--- src/rtl/mem8x8_pkg.sv ---
// rtl/mem8x8_pkg.sv - shared sizes, sweep state type and write-enable helper for the mem8x8 bank
package mem8x8_pkg;

  localparam int WIDTH  = 8;
  localparam int DEPTH  = 8;
  localparam int ADDR_W = 3;

  typedef enum logic {
    IDLE  = 1'b0,
    CLEAR = 1'b1
  } clr_state_t;

  // Clearing the lowest set bit leaves something behind only if two or more bits were set.
  function automatic logic multi_hot(input logic [DEPTH-1:0] v);
    return |(v & (v - DEPTH'(1)));
  endfunction

endpackage

--- src/rtl/mem8x8_if.sv ---
// rtl/mem8x8_if.sv - write/read/clear bus between the write demux, the bank and the read consumer
interface mem8x8_if;
  import mem8x8_pkg::*;

  logic [DEPTH-1:0]  row_we;
  logic [WIDTH-1:0]  din;
  logic              rd_req;
  logic [ADDR_W-1:0] rd_addr;
  logic              clr_start;
  logic [WIDTH-1:0]  dout;
  logic              dout_valid;
  logic              busy;
  logic              err_onehot;

  modport master (
    output row_we, din, rd_req, rd_addr, clr_start,
    input  dout, dout_valid, busy, err_onehot
  );

  modport slave (
    input  row_we, din, rd_req, rd_addr, clr_start,
    output dout, dout_valid, busy, err_onehot
  );

endinterface

--- src/rtl/mem8x8_clear_seq.sv ---
// rtl/mem8x8_clear_seq.sv - IDLE/CLEAR sequencer that walks a row pointer across all rows once
module mem8x8_clear_seq
  import mem8x8_pkg::*;
(
  input  logic              clk,
  input  logic              rst,
  input  logic              clr_start,
  output logic              busy,
  output logic              clr_en,
  output logic [ADDR_W-1:0] clr_row
);

  clr_state_t        state;
  logic [ADDR_W-1:0] cnt;

  always_ff @(posedge clk) begin
    if (rst) begin
      state <= IDLE;
      cnt   <= '0;
      busy  <= 1'b0;
    end else begin
      case (state)
        IDLE: begin
          if (clr_start) begin
            state <= CLEAR;
            cnt   <= '0;
            busy  <= 1'b1;
          end
        end
        CLEAR: begin
          // clr_start is deliberately not looked at here: a running sweep never restarts.
          if (cnt == ADDR_W'(DEPTH - 1)) begin
            state <= IDLE;
            cnt   <= '0;
            busy  <= 1'b0;
          end else begin
            cnt <= cnt + 1'b1;
          end
        end
        default: begin
          state <= IDLE;
          cnt   <= '0;
          busy  <= 1'b0;
        end
      endcase
    end
  end

  assign clr_en  = (state == CLEAR);
  assign clr_row = cnt;

endmodule

--- src/rtl/mem8x8_bank.sv ---
// rtl/mem8x8_bank.sv - 8x8 register bank with one-hot row writes, registered reads and bulk clear
module mem8x8_bank
  import mem8x8_pkg::*;
(
  input  logic       clk,
  input  logic       rst,
  mem8x8_if.slave    bus
);

  logic [WIDTH-1:0]  mem [DEPTH];
  logic [WIDTH-1:0]  dout_q;
  logic              dout_valid_q;
  logic              err_q;
  logic              busy;
  logic              clr_en;
  logic [ADDR_W-1:0] clr_row;
  logic              multi;

  mem8x8_clear_seq u_clear_seq (
    .clk       (clk),
    .rst       (rst),
    .clr_start (bus.clr_start),
    .busy      (busy),
    .clr_en    (clr_en),
    .clr_row   (clr_row)
  );

  assign multi = multi_hot(bus.row_we);

  always_ff @(posedge clk) begin
    if (rst) begin
      for (int i = 0; i < DEPTH; i++) mem[i] <= '0;
      dout_q       <= '0;
      dout_valid_q <= 1'b0;
      err_q        <= 1'b0;
    end else begin
      // The sweep owns the array; demux writes arriving meanwhile are dropped.
      if (clr_en) begin
        mem[clr_row] <= '0;
      end else if (!multi) begin
        for (int i = 0; i < DEPTH; i++) begin
          if (bus.row_we[i]) mem[i] <= bus.din;
        end
      end

      if (multi) err_q <= 1'b1;

      // Reads see the array before this edge's write, giving read-before-write on a collision.
      if (bus.rd_req && !busy) begin
        dout_q       <= mem[bus.rd_addr];
        dout_valid_q <= 1'b1;
      end else begin
        dout_valid_q <= 1'b0;
      end
    end
  end

  assign bus.dout       = dout_q;
  assign bus.dout_valid = dout_valid_q;
  assign bus.busy       = busy;
  assign bus.err_onehot = err_q;

endmodule

--- src/flat_wrapper.sv ---
// flat-port wrapper written by rule: the top's interface ports become plain ports
module mem8x8_bank_flat import mem8x8_pkg::*;
  (clk, rst, bus_row_we, bus_din, bus_rd_req, bus_rd_addr, bus_clr_start, bus_dout, bus_dout_valid, bus_busy, bus_err_onehot);
  mem8x8_if bus_i ();
  input  logic clk;
  input  logic rst;
  input wire logic [$bits(bus_i.row_we)-1:0] bus_row_we;
  input wire logic [$bits(bus_i.din)-1:0] bus_din;
  input wire logic [$bits(bus_i.rd_req)-1:0] bus_rd_req;
  input wire logic [$bits(bus_i.rd_addr)-1:0] bus_rd_addr;
  input wire logic [$bits(bus_i.clr_start)-1:0] bus_clr_start;
  output wire logic [$bits(bus_i.dout)-1:0] bus_dout;
  output wire logic [$bits(bus_i.dout_valid)-1:0] bus_dout_valid;
  output wire logic [$bits(bus_i.busy)-1:0] bus_busy;
  output wire logic [$bits(bus_i.err_onehot)-1:0] bus_err_onehot;
  assign bus_i.row_we = bus_row_we;
  assign bus_i.din = bus_din;
  assign bus_i.rd_req = bus_rd_req;
  assign bus_i.rd_addr = bus_rd_addr;
  assign bus_i.clr_start = bus_clr_start;
  assign bus_dout = bus_i.dout;
  assign bus_dout_valid = bus_i.dout_valid;
  assign bus_busy = bus_i.busy;
  assign bus_err_onehot = bus_i.err_onehot;
  mem8x8_bank u_core (.clk(clk), .rst(rst), .bus(bus_i));
endmodule
--- config.mk ---
export PLATFORM = sky130hd
export DESIGN_NAME = mem8x8_bank_flat
export DESIGN_NICKNAME = d
export VERILOG_FILES = /design/src/rtl/mem8x8_pkg.sv /design/src/rtl/mem8x8_if.sv /design/src/rtl/mem8x8_clear_seq.sv /design/src/rtl/mem8x8_bank.sv /design/src/flat_wrapper.sv
export SDC_FILE = /design/constraint.sdc
export NUM_CORES = 1
export LEC_CHECK = 0
export ABC_AREA = 1
export BUFFER_PORTS_ARGS = -buffer_cell sky130_fd_sc_hd__buf_2
export CORE_MARGIN = 5
export CORE_UTILIZATION = 38
export DETAILED_ROUTE_END_ITERATION = 6
export GPL_TIMING_DRIVEN = 0
export SKIP_CTS_REPAIR_TIMING = 1
export SKIP_LAST_GASP = 1
export SLEW_MARGIN = 0
export SYNTH_ARGS = -nofsm -noshare
export SYNTH_HDL_FRONTEND = slang
export SYNTH_HIERARCHICAL = 1
export SYNTH_SLANG_ARGS = --single-unit
--- constraint.sdc ---
create_clock -name clk -period 1.7 [get_ports clk]
set_input_delay 0.085 -clock clk [delete_from_list [all_inputs] [get_ports clk]]
set_output_delay 0.085 -clock clk [all_outputs]
set_load 0.05 [all_outputs]
== After elaboration in Yosys (flattened, before gate mapping) ==
Memories as Yosys holds them, arrays and structs flattened. A register that Yosys moved wholly into a read port is not among the register bits.
Index checks and enable logic that the tools add are counted.

* Register bits after elaboration: 7
* RAM bits: 64
* Bits of input ports: 23
* Output and inout bits: 11
* Word-level logic and storage cells: 92
* Memories: 1

{| class="wikitable"
|+ Memory list
! name !! words !! width !! rd ports !! clocked after memory_dff !! wr ports !! RTL line !! RTL
|-
| u_core.mem || 8 || 8 || 1 || 1 || 8 || mem8x8_bank.sv:10 || <nowiki>logic [WIDTH-1:0] mem [DEPTH];</nowiki>
|}

* Add/sub/neg operators: 2
* Equal/unequal tests: 3
* Mux-type cells: 66
* Bitwise gates (word level): 10
* Reductions and logical operators: 5

{| class="wikitable"
|+ Operators by type and width
! cell !! number
|-
| 2-to-1 mux 8 bit || 9
|-
| 2-to-1 mux 1 bit || 51
|-
| OR reduction 8 bit || 2
|-
| 2-to-1 mux 3 bit || 3
|-
| AND 8 bit || 1
|-
| bitwise OR 1 bit || 8
|-
| subtractor 8 x 1 -> 8 bit, second input constant || 1
|-
| case mux 3 bit (2 select lines) || 1
|-
| case mux 1 bit (2 select lines) || 2
|-
| adder 3 x 1 -> 3 bit, second input constant || 1
|-
| == test 3 bit, second input constant || 1
|-
| inequality test 2 x 1 -> 1 bit, second input constant || 1
|-
| inequality test 2 bit, second input constant || 1
|-
| AND reduction 2 bit || 1
|-
| logical AND 1 bit || 1
|-
| logical NOT 1 bit || 1
|-
| inverter 1 bit || 1
|}

== Logic depth before layout (Yosys ltp) ==
Gate-level depths: netlist of run 1.

* Depth after elaboration: 9
* Depth in mapped cells: 9
* Depth with buffers taken out: 8

== Cells and area by module ==
The synthesis of run 1 kept the hierarchy.

{| class="wikitable"
|+ Modules (own cells, without submodules)
! module !! instances !! cells an instance !! area an instance (um2) !! sequential area each (um2)
|-
| mem8x8_bank || 1 || 506 || 3698.5 || 1481.4
|-
| mem8x8_clear_seq || 1 || 34 || 256.5 || 100.1
|}

== Least setup slack after synthesis of run 1 ==
Ideal clock, no wire load.

* Path type: register -> register
* Start point: register u_core.u_clear_seq.state (netlist: u_core/u_clear_seq/clr_en)
* End point: memory u_core.mem[7][0]
* Library setup time: 0.136 ns
* Arrival time: 1.247 ns
* Data required time: 1.564 ns
* Slack: 0.317 ns
* Stages on the path, launching flop included: 6
* Path buffers: 1
* Clock period less this slack: 1.383 ns
* Path through: dfxtp_1 -> buf_2 -> nor2_1 -> nand3_1 -> nand3_1 -> a21oi_1

{| class="wikitable"
|+ RTL lines
! item !! RTL line !! RTL
|-
| start: declaration || mem8x8_clear_seq.sv:13 || <nowiki>clr_state_t state;</nowiki>
|-
| start signal: assignment || mem8x8_clear_seq.sv:18 || <nowiki>state <= IDLE;</nowiki>
|-
| start signal: assignment || mem8x8_clear_seq.sv:25 || <nowiki>state <= CLEAR;</nowiki>
|-
| start signal: assignment || mem8x8_clear_seq.sv:33 || <nowiki>state <= IDLE;</nowiki>
|-
| end: declaration || mem8x8_bank.sv:10 ||
|}

==> results.py, run 1 <==
metrics = {
    "synthesis": {
        "avgSynthCellArea_um2": 7.32,
        "synth_xor_area_share_pct": 0,
        "yosys.cell_types.count": 26,
        "ys_warn_count": 6,
        "yosys-top-cells-count": "dfxtp_1 (79), a21oi_1 (74), nand3_1 (73)",
        "synth_most_common_cell": "dfxtp_1",
        "synth_top_family_by_area": "simple AND/OR/NAND/NOR gates",
        "synthAdderAreaFrac_pct": 0.949,
        "synth_edf_count": 0,
        "seq_area_frac_synth_pct": 40.0,
        "synth_area_leaders": "dfxtp_1 (40%), nand4_1 (10%), a21oi_1 (9.4%)",
        "synth_flop_cell": "dfxtp_1",
        "synth.area.mux_share_pct": 0,
        "synth-seq-cells": 79,
        "synth_simple_gate_area_share_pct": 32.0,
        "synth_top_area_share_pct": 40.0,
        "syn_inst": 540,
        "yosys.area.top_type": "dfxtp_1",
        "synth_compound_area_share_pct": 18.2,
        "syn_area_um2": 3960,
        "async_reset_ff_share_pct": 0,
        "syn-num-nets": 566,
    },
    "power_and_ir_drop": {
        "power_density_nw_per_um2": 910,
        "vdd_drop_max_mv": 0.381,
        "totalPowerFinal_w": 0.00414,
        "p_int_w": 0.00299,
        "p_sw_w": 0.00115,
        "p_clk_share_pct": 40.3,
        "p_comb_share_pct": 13.9,
        "sequentialPowerShare_pct": 45.8,
        "p_leak_nw": 1.73,
        "switching_share_pct": 27.8,
    },
    "cts": {
        "root_buffer": "clkbuf_8",
        "clock_path_buffers": 2,
        "numCtsBuffers": 9,
        "cts.reportedPaths.clkPinSlew_ns": 0.08,
        "cts_tree": "yes",
        "cts_max_level": 3,
        "clock_latency_ns": 0.36,
        "clock_sinks": 79,
    },
    "global_route": {
        "grt.overflow.total": 0,
        "gr-usage-met1_pct": 29.1,
        "grt_pass1_vias": 3906,
        "antenna_found_initial": 0,
        "grt_pass1_wl_um": 21000,
        "grt_max_degree": 13,
        "grtUsageMet3_pct": 3.61,
        "grt_use_met2_pct": 32.4,
        "top_usage_layer": "met2",
        "grt.total_usage_pct": 21.1,
    },
    "floorplanning": {
        "die_h_um": 112,
        "die_area_um2": 12500,
        "start_util_pct": 38.7,
        "die_w_um": 112,
        "rows": 37,
        "design.core.area_um2": 10200,
        "pin_count": 34,
    },
    "drt": {
        "dr.pass1.iters": 5,
        "wl_per_cell_um": 18.1,
        "viasPerCell": 5.86,
        "routed_wl_um": 13200,
        "post-route-drc-count": 0,
        "drt_iter0_markers": 442,
        "antenna_left": 0,
        "vias": 4247,
    },
    "place": {
        "dp.cells": 709,
        "place_hpwl_um": 9280,
        "dpl_cell_area_um2": 4290,
        "io_buffers": 33,
        "gp_congestion": 0.928,
    },
    "run_status": {
        "status": "finished, violations left",
        "violations": "hold timing, setup timing",
    },
    "sta": {
        "layout_setup_ws_ns": -0.0166,
        "worst_slew_pin_slew_ns": 1.07,
        "finalCriticalPeriod_ns": 1.72,
        "drv_slew": 0,
        "finClkSkew_ns": 0.0115,
        "max_freq_mhz": 583,
        "rsz0062_at_grt": "true",
        "finalCritPeriodShare_pct": 101,
        "hold_violations": 2,
        "setup_viol": 3,
        "slew_headroom_pct": 28.2,
        "final.hold.worst_slack_ns": -0.0355,
    },
    "critical_path": {
        "path_class": "reg -> reg",
        "worstPathArrival_ns": 1.93,
        "crit_path_max_fanout": 9,
        "end_kind": "register",
        "cp.required_ns": 1.91,
        "worstSetupStartpointType": "register",
    },
    "final_layout": {
        "final_cells": 725,
        "fin_area_um2": 4540,
        "antennaDiodeCount": 0,
        "area_delta_synth_final_pct": 14.9,
        "drive_gt1_share_pct": 14.9,
        "nNetsFinal": 611,
    },
    "flow_run": {
        "max_cap_violations": 0,
    },
    "worst_hold_path": {
        "hp-class": "in -> reg",
    },
}
-- through the flow --
| stage | setup TNS [ns] | util, % | setup slack, ns |
|---|---|---|---|
| after floorplan | 0 | - | 0.317 |
| after global placement | -2.16 | 41.9 | -0.179 |
| after detailed placement | -2.42 | 41.9 | -0.192 |
| after CTS | -1.37 | 44.1 | -0.180 |
| after global routing | -4.84 | 44.4 | -0.151 |
| final | -0.0201 | 44.4 | -0.0166 |
-- final cells by class --
| type | count | area, um2 |
|---|---|---|
| Multi-Input combinational cell | 395 | 2040 |
| Fill cell | 1073 | 5690 |
| Tap cell | 136 | 170 |
| Clock buffer | 11 | 131 |
| Inverter | 31 | 116 |
| Clock inverter | 4 | 95.1 |
| Sequential cell | 79 | 1580 |
| Buffer | 35 | 234 |
| Timing Repair Buffer | 34 | 175 |
-- metal layers --
| layer | part of all wire [%] | up-vias |
|---|---|---|
| met5 | 0 | - |
| met2 | 44 | 228 |
| li1 | - | 2013 |
| met1 | 43 | 1975 |
| met3 | 11 | 31 |
| met4 | 2.6 | 0 |
-- cells by family after synthesis --
logic type / after synthesis
buffers and inverters: 66
DFF: 79
and+or+nand+nor: 252
AOI/OAI and AO/OA: 140
adders and majority gates: 3
-- final timing paths --
kind	startpoint	to	slack [ns]	cells past startpoint
max	u_core/u_clear_seq/clr_en	u_core/mem[3][6]	-0.02	6
min	rst	u_core/u_clear_seq/clr_row[2]	-0.04	2
max reg2reg	u_core/u_clear_seq/clr_en	u_core/mem[3][6]	-0.02	6
min reg2reg	u_core/mem[0][1]	u_core/mem[0][1]	0.48	2
-- placed cells by master, fill, tap and decap left out --
cell type and count:
a21oi_1 74, a31oi_1 2, buf_1 2, buf_12 1, buf_2 42, buf_4 1, buf_6 2, buf_8 5
bufinv_16 3, clkbuf_1 17, clkbuf_8 9, clkinv_2 1, dfxtp_1 79, dlygate4sd3_1 1, ha_1 3, inv_1 26
inv_2 5, nand2_1 27, nand2_2 3, nand2_4 1, nand3_1 72, nand3_2 1, nand4_1 64, nor2_1 69
nor2_2 10, nor2_4 3, nor2_8 1, nor3_1 1, o211ai_1 7, o21ai_0 55, o21ai_1 2
-- power groups by stage --
stage / clock, W / sequential, W / combinational [W]
global route: 0.00176 / 0.00190 / 0.000619
floorplan: 0 / 0.00201 / 0.000297
detailed placement: 0 / 0.00194 / 0.000557
global placement: 0 / 0.00194 / 0.000554
finish: 0.00167 / 0.00189 / 0.000576
CTS: 0.00168 / 0.00189 / 0.000559
-- sequential cells by signal, indices dropped and copies added, names as in the netlist --
| register | flops |
|---|---|
| u_core/mem | 64 |
| u_core/bus.err_onehot | 1 |
| u_core/u_clear_seq/busy | 1 |
| u_core/bus.dout | 8 |
| u_core/u_clear_seq/clr_row | 3 |
| u_core/u_clear_seq/clr_en | 1 |
| u_core/bus.dout_valid | 1 |
-- worst max-delay path: stages, from the launching register on --
cell,delay [ns]
dfxtp_1,0.34
buf_2,0.26
inv_1,0.06
nor2_1,0.12
nand2_1,0.13
nor2_1,0.57
a21oi_1,0.08
No activity file was read; power rests on OpenSTA's default activity.
==> inputs of run 2 (changes only) <==
- RECOVER_POWER: unset -> 100
==> results.py, run 2 (synthesized netlist as in run 1, its figures left out) <==
metrics = {
    "final_layout": {
        "final_common_cell": "dfxtp_1",
        "drive_gt1_share_pct": 12.9,
        "nNetsFinal": 611,
        "largest_reg_flops": 64,
        "fin_area_um2": 4530,
        "top_register": "u_core/mem",
        "area_delta_synth_final_pct": 14.5,
        "fillers": 1077,
        "layout_common_cells": "dfxtp_1 (79), a21oi_1 (74), nand3_1 (72)",
        "multi_input_area_um2": 2040,
        "final_cells": 725,
        "seq_area_um2": 1580,
        "antennaDiodeCount": 0,
    },
    "critical_path": {
        "cpMostUsedCell": "nor2_1",
        "cp.required_ns": 1.91,
        "worstRegToRegCells": 6,
        "cpPeakStageDelay_ns": 0.57,
        "r2r_slack_ns": -0.02,
        "r2r-start": "u_core/u_clear_seq/clr_en",
        "timing.rr.end": "u_core/mem[3][6]",
        "critPathLaunch": "u_core/u_clear_seq/clr_en",
        "crit_path_max_fanout": 9,
        "worstSetupStartpointType": "register",
        "crit_chain": "buf_2 -> inv_1 -> nor2_1 -> nand2_1 -> nor2_1 -> a21oi_1",
        "crit_buf_inv": 2,
        "cp_top_family": "simple AND/OR/NAND/NOR gates",
        "worstSetupPathDepth": 6,
        "path_class": "reg -> reg",
        "cp-endpoint": "u_core/mem[3][6]",
        "end_kind": "register",
        "worstPathArrival_ns": 1.94,
        "crit_path_top_delay_cell": "nor2_1",
    },
    "sta": {
        "worst_slew_pin_slew_ns": 1.08,
        "setup_viol": 8,
        "layout_setup_ws_ns": -0.0250,
        "rsz0062_at_grt": "true",
        "drv_slew": 0,
        "finalCritPeriodShare_pct": 101,
        "finClkSkew_ns": 0.0133,
        "finalCriticalPeriod_ns": 1.72,
        "hold_violations": 2,
        "final.hold.worst_slack_ns": -0.0393,
        "max_freq_mhz": 580,
        "slew_headroom_pct": 27.8,
    },
    "cts": {
        "cts.reportedPaths.clkPinSlew_ns": 0.09,
        "clock_path_buffers": 2,
        "cts_tree": "yes",
        "clock_latency_ns": 0.37,
        "cts_max_level": 3,
        "clock_sinks": 79,
        "numCtsBuffers": 9,
        "root_buffer": "clkbuf_8",
    },
    "place": {
        "dpl_cell_area_um2": 4290,
        "io_buffers": 33,
        "dp.cells": 709,
        "place_hpwl_um": 9280,
        "gp_congestion": 0.928,
    },
    "worst_hold_path": {
        "hold_depth": 2,
        "hp-class": "in -> reg",
    },
    "power_and_ir_drop": {
        "power_density_nw_per_um2": 913,
        "vdd_drop_max_mv": 0.379,
        "totalPowerFinal_w": 0.00414,
        "p_leak_nw": 1.69,
    },
    "floorplanning": {
        "die_area_um2": 12500,
        "pin_count": 34,
        "start_util_pct": 38.7,
        "rows": 37,
        "die_h_um": 112,
        "die_w_um": 112,
        "design.core.area_um2": 10200,
    },
    "drt": {
        "dr.pass1.iters": 5,
        "vias": 4233,
        "antenna_left": 0,
        "wl_per_cell_um": 18.2,
        "routed_wl_um": 13200,
        "drt_iter0_markers": 443,
        "post-route-drc-count": 0,
        "viasPerCell": 5.84,
    },
    "global_route": {
        "grt.total_usage_pct": 21.1,
        "grt_pass1_wl_um": 21000,
        "antenna_found_initial": 0,
        "grt_max_degree": 13,
        "grt.overflow.total": 0,
        "grt_pass1_vias": 3906,
    },
    "run_status": {
        "status": "finished, violations left",
        "violations": "hold timing, setup timing",
    },
    "flow_run": {
        "max_cap_violations": 0,
    },
}
-- run 2: cell types whose count changed in the layout (fill, tap and decap cells not counted) --
cell      before  now
buf_2         42   31
clkbuf_1      17   28
nor2_1        69   70
nor2_2        10    9
-- run 2: how the worst min path moves through the flow --
stage                           from                            end
after CTS                 bus_rd_req          u_core/bus.dout_valid
after detailed placement  bus_rd_req          u_core/bus.dout_valid
after global routing             rst  u_core/u_clear_seq/clr_row[1]
final                            rst  u_core/u_clear_seq/clr_row[2]
after floorplan                  rst  u_core/u_clear_seq/clr_row[1]
after global placement    bus_rd_req          u_core/bus.dout_valid
-- run 2: where the power goes --
part | total, W | internal [W] | switching (W) | leakage, nW
Clock | 0.00167 | 0.000967 | 0.000704 | 0.113
Combinational | 0.000570 | 0.000135 | 0.000435 | 0.934
Sequential | 0.00189 | 0.00188 | 0.0000164 | 0.639
Total | 0.00414 | 0.00298 | 0.00116 | 1.69
-- run 2: stage by stage --
step / hold WS (ns) / util, % / setup WS (ns) / setup TNS, ns
after floorplan: 0.154 / - / 0.317 / 0
after global placement: 0.336 / 41.9 / -0.179 / -2.16
after detailed placement: 0.337 / 41.9 / -0.192 / -2.42
after CTS: -0.0551 / 44.1 / -0.180 / -1.37
after global routing: -0.0235 / 44.3 / -0.151 / -4.88
final: -0.0393 / 44.3 / -0.0250 / -0.0883
-- run 2: area by class of cell --
| cell class | count | share of cell area, % |
|---|---|---|
| inverters | 31 | 2.57 |
| clock buffers | 11 | 2.90 |
| repair buffers | 34 | 3.56 |
| well taps | 136 | 3.76 |
| plain buffers | 35 | 5.17 |
| multi-input cells | 395 | 45.0 |
| flip-flops and latches | 79 | 34.9 |
| clock inverters | 4 | 2.10 |
-- run 2: worst register-to-register path: stages, from the launching register on --
cell	delay, ns
dfxtp_1	0.34
buf_2	0.26
inv_1	0.06
nor2_1	0.12
nand2_1	0.13
nor2_1	0.57
a21oi_1	0.08
-- run 2: metal layers --
metal,track usage (%),share of wire (%)
met4,9.46,2.6
met3,3.61,10
met1,29.1,43
met5,0,0
met2,32.4,44
==> inputs of run 3 (changes only) <==
- CORE_UTILIZATION: 38 -> 40
==> results.py, run 3 (synthesized netlist as in run 1, its figures left out) <==
metrics = {
    "run_status": {
        "status": "finished, violations left",
        "violations": "setup timing",
    },
    "floorplanning": {
        "rows": 36,
        "design.core.area_um2": 9730,
        "pin_count": 34,
        "start_util_pct": 40.7,
        "die_area_um2": 12000,
        "die_h_um": 109,
        "die_w_um": 109,
    },
    "final_layout": {
        "area_delta_synth_final_pct": 14.1,
        "fin_area_um2": 4510,
        "nNetsFinal": 612,
        "layout_common_cells": "dfxtp_1 (79), a21oi_1 (74), nand3_1 (72)",
        "antennaDiodeCount": 0,
        "drive_gt1_share_pct": 13.4,
        "final_common_cell": "dfxtp_1",
        "largest_reg_flops": 64,
        "top_register": "u_core/mem",
    },
    "flow_run": {
        "max_cap_violations": 0,
    },
    "drt": {
        "drt_iter0_markers": 486,
        "vias": 4262,
        "viasPerCell": 5.89,
        "dr.pass1.iters": 5,
        "post-route-drc-count": 0,
        "antenna_left": 0,
        "routed_wl_um": 13200,
        "wl_per_cell_um": 18.3,
    },
    "critical_path": {
        "end_kind": "register",
        "cp.required_ns": 1.92,
        "cp-endpoint": "u_core/mem[3][0]",
        "crit_path_max_fanout": 9,
        "worstRegToRegCells": 6,
        "critPathLaunch": "u_core/u_clear_seq/clr_en",
        "path_class": "reg -> reg",
        "worstSetupStartpointType": "register",
        "timing.rr.end": "u_core/mem[3][0]",
        "r2r-start": "u_core/u_clear_seq/clr_en",
        "worstPathArrival_ns": 1.94,
        "r2r_slack_ns": -0.01,
    },
    "cts": {
        "clock_path_buffers": 2,
        "clock_latency_ns": 0.37,
        "numCtsBuffers": 9,
        "cts_tree": "yes",
        "cts_max_level": 3,
        "root_buffer": "clkbuf_8",
        "clock_sinks": 79,
        "cts.reportedPaths.clkPinSlew_ns": 0.09,
    },
    "global_route": {
        "grt.overflow.total": 0,
        "grt.total_usage_pct": 23.0,
        "antenna_found_initial": 0,
        "grt_max_degree": 14,
        "grt_pass1_vias": 3934,
        "grt_pass1_wl_um": 21100,
    },
    "sta": {
        "slew_headroom_pct": 32.6,
        "setup_viol": 12,
        "final.hold.worst_slack_ns": 0.00930,
        "drv_slew": 0,
        "worst_slew_pin_slew_ns": 1.01,
        "max_freq_mhz": 583,
        "finalCritPeriodShare_pct": 101,
        "finalCriticalPeriod_ns": 1.71,
        "rsz0062_at_grt": "true",
        "layout_setup_ws_ns": -0.0149,
        "finClkSkew_ns": 0.0122,
        "hold_violations": 0,
    },
    "power_and_ir_drop": {
        "p_leak_nw": 1.67,
        "power_density_nw_per_um2": 875,
        "vdd_drop_max_mv": 0.376,
    },
    "worst_hold_path": {
        "hp-class": "in -> reg",
        "hold_depth": 4,
    },
    "place": {
        "dpl_cell_area_um2": 4290,
        "io_buffers": 33,
        "gp_congestion": 0.875,
        "place_hpwl_um": 9340,
    },
}
[run 3: final cells by class]
class,count,area (um2)
clock inverter,4,53.8
buffer,35,234
fill,1054,5220
multi-input combinational,395,2040
timing repair buffer,35,171
tap,133,166
inverter,31,116
clock buffer,12,155
sequential,79,1580
[run 3: power breakdown]
part	switching (W)	total, W	internal, W
clock	0.000722	0.00148	0.000762
sequential	0.0000167	0.00189	0.00188
combinational	0.000436	0.000572	0.000136
total	0.00117	0.00395	0.00278
[run 3: through the flow]
step	worst slack, ns	cells	setup TNS (ns)	utilization (%)	total power, W
6_report	-0.0149	724	-0.113	46.4	0.00395
4_1_cts	-0.196	722	-1.49	46.2	0.00396
5_1_grt	-0.157	724	-4.89	46.4	0.00411
3_5_place_dp	-0.188	706	-2.03	44.1	0.00250
2_1_floorplan	0.317	540	0	-	0.00231
3_3_place_gp	-0.164	706	-1.84	44.1	0.00249
[run 3: metal layers]
metal | wire length, um | vias up | track usage [%] | part of all wire [%]
met5 | 0 | - | 0 | 0
met3 | 1240 | 33 | 4.70 | 9.4
met2 | 5750 | 214 | 34.4 | 43
li1 | - | 2021 | - | -
met1 | 5780 | 1994 | 32.1 | 44
met4 | 455 | 0 | 9.71 | 3.4
[run 3: worst min-delay path by stage]
stage	endpoint	slack [ns]	start
3_3_place_gp	u_core/u_clear_seq/clr_row[1]	0.34	rst
3_5_place_dp	u_core/bus.dout_valid	0.34	bus_rd_req
4_1_cts	u_core/bus.dout_valid	-0.06	bus_rd_req
6_report	u_core/u_clear_seq/clr_row[1]	0.009	bus_clr_start
5_1_grt	u_core/u_clear_seq/clr_row[2]	0.03	bus_clr_start
2_1_floorplan	u_core/u_clear_seq/clr_row[1]	0.15	rst
[run 3: worst max-delay path: stages, from the launching register on]
cell     delay [ns]
dfxtp_1        0.35
buf_2          0.25
inv_1          0.06
nor2_1         0.12
nand2_1        0.13
nor2_1         0.59
a21oi_1        0.07
